### src/rtl/wave_voice_pkg.sv
// Shared types and constants for the wave voice scheduler.
package wave_voice_pkg;

  typedef enum logic [1:0] {
    IDLE = 2'd0,
    RUN  = 2'd1,
    DONE = 2'd2
  } state_t;

  localparam int   RAMP_W         = 6;
  localparam int   SAMPLE_W       = 16;
  localparam logic REG_INC        = 1'b0;
  localparam logic REG_CTRL       = 1'b1;
  localparam int   CTRL_EN_BIT    = 0;
  localparam int   CTRL_ATTEN_LSB = 1;
  localparam int   CTRL_ATTEN_W   = 2;

endpackage

### src/rtl/wave_voice_regs.sv
// Per-voice INC/CTRL register file with write decode and read-by-index.
// VOICE_ATTEN_EN: also stores CTRL[2:1] as a per-voice attenuation shift.
module wave_voice_regs
  import wave_voice_pkg::*;
#(
  parameter int  NUM_VOICES = 4,
  parameter int  PHASE_W    = 16,
  localparam int VW         = $clog2(NUM_VOICES),
  localparam int AW         = VW + 1
) (
  input  logic                    clk,
  input  logic                    reset_n,
  input  logic                    i_wr_en,
  input  logic [AW-1:0]           i_wr_addr,
  input  logic [SAMPLE_W-1:0]     i_wr_data,
  input  logic [VW-1:0]           i_rd_idx,
  output logic [PHASE_W-1:0]      o_inc,
  output logic                    o_en,
  output logic [CTRL_ATTEN_W-1:0] o_atten
);

  logic [PHASE_W-1:0]    r_inc [NUM_VOICES];
  logic [NUM_VOICES-1:0] r_en;
  logic [VW-1:0]         w_voice;
  logic                  w_sel;

  assign w_voice = i_wr_addr[AW-1:1];
  assign w_sel   = i_wr_addr[0];

  always_ff @(posedge clk or negedge reset_n) begin
    if (!reset_n) begin
      for (int v = 0; v < NUM_VOICES; v++) r_inc[v] <= '0;
      r_en <= '0;
    end else if (i_wr_en) begin
      if (w_sel == REG_INC) r_inc[w_voice] <= PHASE_W'(i_wr_data);
      else                  r_en[w_voice]  <= i_wr_data[CTRL_EN_BIT];
    end
  end

  assign o_inc = r_inc[i_rd_idx];
  assign o_en  = r_en[i_rd_idx];

`ifdef VOICE_ATTEN_EN
  logic [CTRL_ATTEN_W-1:0] r_atten [NUM_VOICES];

  always_ff @(posedge clk or negedge reset_n) begin
    if (!reset_n) begin
      for (int v = 0; v < NUM_VOICES; v++) r_atten[v] <= '0;
    end else if (i_wr_en && w_sel == REG_CTRL) begin
      r_atten[w_voice] <= i_wr_data[CTRL_ATTEN_LSB +: CTRL_ATTEN_W];
    end
  end

  assign o_atten = r_atten[i_rd_idx];
`else
  assign o_atten = '0;
`endif

endmodule

### src/rtl/wave_voice_sched.sv
// Walks NUM_VOICES phase accumulators through one shared wave LUT and mixes them.
// VOICE_ATTEN_EN: per-voice contribution is shifted right by its CTRL attenuation.
//   state | meaning
//   IDLE  | waiting for sample_stb
//   RUN   | one voice per clock: accumulate LUT sample, advance phase
//   DONE  | publish acc/NUM_VOICES to mix_o, valid pulse follows
module wave_voice_sched
  import wave_voice_pkg::*;
#(
  parameter int  NUM_VOICES = 4,
  parameter int  PHASE_W    = 16,
  localparam int VW         = $clog2(NUM_VOICES),
  localparam int AW         = VW + 1,
  localparam int ACC_W      = SAMPLE_W + VW
) (
  input  logic                clk,
  input  logic                reset_n,
  input  logic                sample_stb,
  input  logic                wr_en,
  input  logic [AW-1:0]       wr_addr,
  input  logic [SAMPLE_W-1:0] wr_data,
  output logic [RAMP_W-1:0]   ramp_o,
  input  logic [SAMPLE_W-1:0] lut_i,
  output logic [SAMPLE_W-1:0] mix_o,
  output logic                mix_valid_o,
  output logic                busy_o,
  output logic                overrun_o
);

  state_t                  r_state, w_state_nxt;
  logic [VW-1:0]           r_idx;
  logic [PHASE_W-1:0]      r_phase [NUM_VOICES];
  logic [ACC_W-1:0]        r_acc;
  logic [SAMPLE_W-1:0]     r_mix;
  logic                    r_valid_pend, r_mix_valid, r_overrun;

  logic [PHASE_W-1:0]      w_inc;
  logic                    w_en;
  logic [CTRL_ATTEN_W-1:0] w_atten;
  logic [SAMPLE_W-1:0]     w_gated, w_contrib;
  logic [RAMP_W-1:0]       w_ramp;

  wave_voice_regs #(.NUM_VOICES(NUM_VOICES), .PHASE_W(PHASE_W)) u_regs (
    .clk       (clk),
    .reset_n   (reset_n),
    .i_wr_en   (wr_en),
    .i_wr_addr (wr_addr),
    .i_wr_data (wr_data),
    .i_rd_idx  (r_idx),
    .o_inc     (w_inc),
    .o_en      (w_en),
    .o_atten   (w_atten)
  );

  always_comb begin
    w_state_nxt = r_state;
    w_ramp      = '0;
    case (r_state)
      IDLE: if (sample_stb) w_state_nxt = RUN;
      RUN: begin
        w_ramp = r_phase[r_idx][PHASE_W-1 -: RAMP_W];
        if (r_idx == VW'(NUM_VOICES - 1)) w_state_nxt = DONE;
      end
      DONE:    w_state_nxt = IDLE;
      default: w_state_nxt = IDLE;
    endcase
  end

  // A disabled voice is silent rather than reading LUT[0].
  assign w_gated   = w_en ? lut_i : '0;
  assign w_contrib = w_gated >> w_atten;

  always_ff @(posedge clk or negedge reset_n) begin
    if (!reset_n) begin
      r_state      <= IDLE;
      r_idx        <= '0;
      r_acc        <= '0;
      r_mix        <= '0;
      r_valid_pend <= 1'b0;
      r_mix_valid  <= 1'b0;
      r_overrun    <= 1'b0;
      for (int v = 0; v < NUM_VOICES; v++) r_phase[v] <= '0;
    end else begin
      r_state      <= w_state_nxt;
      r_overrun    <= sample_stb && (r_state != IDLE);
      r_mix_valid  <= r_valid_pend;
      r_valid_pend <= 1'b0;
      case (r_state)
        IDLE: begin
          if (sample_stb) begin
            r_idx <= '0;
            r_acc <= '0;
          end
        end
        RUN: begin
          r_acc          <= r_acc + ACC_W'(w_contrib);
          r_phase[r_idx] <= w_en ? r_phase[r_idx] + w_inc : '0;
          r_idx          <= r_idx + 1'b1;
        end
        DONE: begin
          r_mix        <= SAMPLE_W'(r_acc >> VW);
          r_valid_pend <= 1'b1;
        end
        default: ;
      endcase
    end
  end

  assign ramp_o      = w_ramp;
  assign mix_o       = r_mix;
  assign mix_valid_o = r_mix_valid;
  assign busy_o      = (r_state != IDLE);
  assign overrun_o   = r_overrun;

endmodule

### config.mk
export PLATFORM = sky130hd
export DESIGN_NAME = wave_voice_sched
export DESIGN_NICKNAME = d
export VERILOG_FILES = /design/src/rtl/wave_voice_pkg.sv /design/src/rtl/wave_voice_regs.sv /design/src/rtl/wave_voice_sched.sv
export SDC_FILE = /design/constraint.sdc
export NUM_CORES = 1
export LEC_CHECK = 0
export ABC_AREA = 1
export CAP_MARGIN = 40
export CORE_MARGIN = 2
export CORE_UTILIZATION = 50
export DETAILED_ROUTE_END_ITERATION = 6
export PLACE_DENSITY = 0.77
export SLEW_MARGIN = 25
export SYNTH_ARGS = -nofsm -noshare
export SYNTH_HDL_FRONTEND = slang
export SYNTH_HIERARCHICAL = 1
export SYNTH_SLANG_ARGS = --single-unit
### constraint.sdc
create_clock -name clk -period 4.7 [get_ports clk]
set_input_delay 0.94 -clock clk [delete_from_list [all_inputs] [get_ports clk]]
set_output_delay 0.94 -clock clk [all_outputs]
set_load 0.02 [all_outputs]
==> summary.txt <==
Outcome
  • Status: finished clean

Setup path
  • R2r setup slk: 1.25 ns
  • CP max stage delay: 0.64 ns
  • CP delay by family, top: buffers and inverters
  • Startpoint types: register
  • Worst Reg-to-Reg Cells: 19
  • Worst R2R Start: r_idx[1]$_DFFE_PN0P_
  • Cells along the critical path: buf_4, nor2_1, nor2_1, o21ai_0, a21oi_1, clkdlybuf4s50_1
  • Crit end category: output pin
  • Reg2reg end: r_acc[17]$_DFFE_PN0P_
  • Worst Path Required: 3.76 ns
  • Arr. time, crit path: 2.79 ns
  • Most frequent CP cell: nor2_1
  • Maximum fanout along the worst path: 69
  • Slowest-stage cell, CP: clkdlybuf4s50_1
  • Buf/Inv on CP: 2
  • Setup CP Type: reg -> out

CTS
  • Clock-pin slew on the worst setup and hold paths: 0.07 ns
  • Max clock buf depth: 2
  • Cts-stage hold buffer count: 0
  • Total CTS buffers: 17
  • Postcts setup bufs: 0
  • Depth of the CTS H-tree: 4
  • Cts repair resizes: 0
  • Clk Latency, worst-skew pair: 0.43 ns
  • TritonCTS clock tree: done
  • CTS root buf: clkbuf_16
  • Num Clock Sinks: 173

Floorplan
  • Die W: 147 µm
  • I/O pin cnt: 64
  • Core area: 20200 µm²
  • Total die area: 21700 µm²
  • Num rows: 52
  • Die H: 147 µm
  • Initial Util: 50.8%

Power and ir drop
  • Max VDD drop: 0.441 mV
  • Leak: 0.00622 µW
  • Pwr dens: 712 nW/µm²

STA
  • RSZ-0062 raised after global routing: false
  • Minimum clock period: 3.73 ns
  • Final Hold Viols: 0
  • Period utilisation layout: 79.3%
  • Final setup TNS: 0 ns
  • Max transition margin: 50.1%
  • Max-slew violations: 0
  • Setup Skew: 0.00860 ns
  • Worst-margin pin slew: 0.748 ns
  • Max Freq: 268 MHz
  • Final number of setup-violating endpoints: 0

Detailed routing
  • Detail Route Antenna Nets: 0
  • Met2 wire len: 12300 µm
  • Met3 wire length: 1340 µm
  • Drt pass-1 iters: 7
  • Met1 Routed Length: 11200 µm
  • Routed vias: 9269
  • Wire per inst: 14.6 µm
  • Routed Wire Length: 25500 µm
  • Detailed Route Iter0 Violations: 682
  • DR vias/cell: 5.29
  • Top Metal Used: met4
  • Drt drc: 0

Hold path
  • Hold crit path type: reg -> reg
  • HP Start: r_valid_pend$_DFF_PN0_
  • Hold worst-path end: mix_valid_o$_DFF_PN0_
  • Hold depth: 0

Cells and area
  • Ratio of cells with drive above 1 in the final layout: 8.10%
  • Most frequent cells in the layout: nand2_1, dfrtp_1, inv_1, nand3_1, o21ai_0
  • Fin nets: 1545
  • Commonest non-fill, non-tap cell in the layout: nand2_1
  • Diodes inserted: 0
  • Syn-to-layout area delta: 12.9%
  • Non-filler instance count after layout: 1752
  • FILL cells: 1890

Placement
  • RD Place Congestion: 0.917
  • Placed insts: 1720
  • Final HPWL DP: 17300 µm
  • I/O Buffers: 63

Synthesis
  • Simple-gate portion of the synthesized area: 35.0%
  • Number of synthesized flops with an enable pin: 0
  • Post-synth ARST share: 100%
  • Mux cell area share after synthesis: 0.487%
  • Share of the yosys chip area belonging to registers: 42.1%
  • Yosys cell types: 41
  • Synth Area in Compound Gates: 8.83%
  • Syn avg cell area: 7.18 µm²
  • Ys Warns: 6
  • Seq cells post-synth: 173
  • Synth Area in Adders: 4.65%
  • Synth Flop Type: dfrtp_1
  • Largest family of logic cells by synthesized area: simple AND/OR/NAND/NOR gates
  • XOR/XNOR Fraction of Synth Area: 0.170%
  • Gate Count Post-Synth: 1433
  • Mapped Area: 10300 µm²

GRT
  • First-pass GRT wire length: 42800 µm
  • Initial antenna violation count: 0
  • Vias in the first global route: 8835
  • GRT overflow: 0
  • Maximum number of pins on one net before global-route repair: 77
  • Overall Global Routing Usage: 24.3%

Run
  • MaxCap Viol Count: 0
## flip-flops by register name (all words and copies together) (netlist names), 2 cells and up
| signal | cells |
|---|---|
| r_phase | 64 |
| u_regs/r_inc | 64 |
| r_acc | 18 |
| r_state | 2 |
| mix_o | 16 |
| u_regs/r_en | 4 |
| r_idx | 2 |
## where the power goes
part	total (µW)	switching [µW]	internal, µW
clock network	1440	633	812
registers	2230	289	1940
logic	4590	3050	1540
## metrics by stage
stage | instance area (µm²) | setup slack (ns) | hold WS (ns) | util (%) | total power (µW)
after global routing | 11600 | 0.750 | 0.357 | 57.4 | 8990
after CTS | 11600 | 0.987 | 0.352 | 57.4 | 8250
final | 11600 | 0.974 | 0.348 | 57.4 | 8270
after global placement | 11000 | 1.40 | 0.333 | 54.4 | 6660
after floorplan | 10300 | 1.78 | 0.331 | - | 5610
after detailed placement | 11000 | 1.32 | 0.337 | 54.4 | 6760
## synthesized netlist by cell type (all sizes together) (17+ instances only)
cell    count  area share [%]
a21oi      33             1.6
buf        41             2.6
clkbuf     17            0.62
dfrtp     173              42
ha         35             4.3
inv       149             5.5
nand2     570              21
nand3     128             6.6
nand4      26             1.6
nor2       76             3.2
o21ai     116             5.7
or2        21             1.3
## routing by layer
layer | GRT usage [%] | up-vias
li1 | - | 4632
met1 | 32.2 | 4318
met2 | 40.6 | 275
met3 | 3.95 | 44
met4 | 8.94 | 0
met5 | 0 | -
## kinds of logic (layout without fill, tap and decap cells)
group | count (synthesis) | count (layout)
other | 1 | 2
flip-flops | 173 | 173
AO/OA/AOI/OAI | 172 | 172
AND/OR/NAND/NOR | 833 | 833
multiplexers | 5 | 5
adder cells (fa/ha/maj) | 37 | 37
XOR/XNOR | 2 | 2
buffers and inverters | 210 | 258
## worst max path at each step
stage          depth (start not counted)                     to                  from
2_1_floorplan                         21  r_acc[16]$_DFFE_PN0P_  r_idx[0]$_DFFE_PN0P_
3_3_place_gp                          18  r_acc[17]$_DFFE_PN0P_  r_idx[1]$_DFFE_PN0P_
3_5_place_dp                          19  r_acc[17]$_DFFE_PN0P_  r_idx[1]$_DFFE_PN0P_
4_1_cts                                6              ramp_o[3]  r_idx[0]$_DFFE_PN0P_
5_1_grt                                6              ramp_o[3]  r_idx[0]$_DFFE_PN0P_
6_report                               6              ramp_o[2]  r_idx[0]$_DFFE_PN0P_
## cell type report
class / instances / area [µm²] / share of cell area, %
sequential: 173 / 4330 / 37.3
clock buffer: 19 / 443 / 3.82
clock inverter: 13 / 150 / 1.29
multi-input combinational: 1051 / 5060 / 43.6
timing repair buffer: 74 / 714 / 6.15
inverter: 152 / 573 / 4.94
tap: 270 / 338 / 2.91
Power figures use the tool's default switching activity.
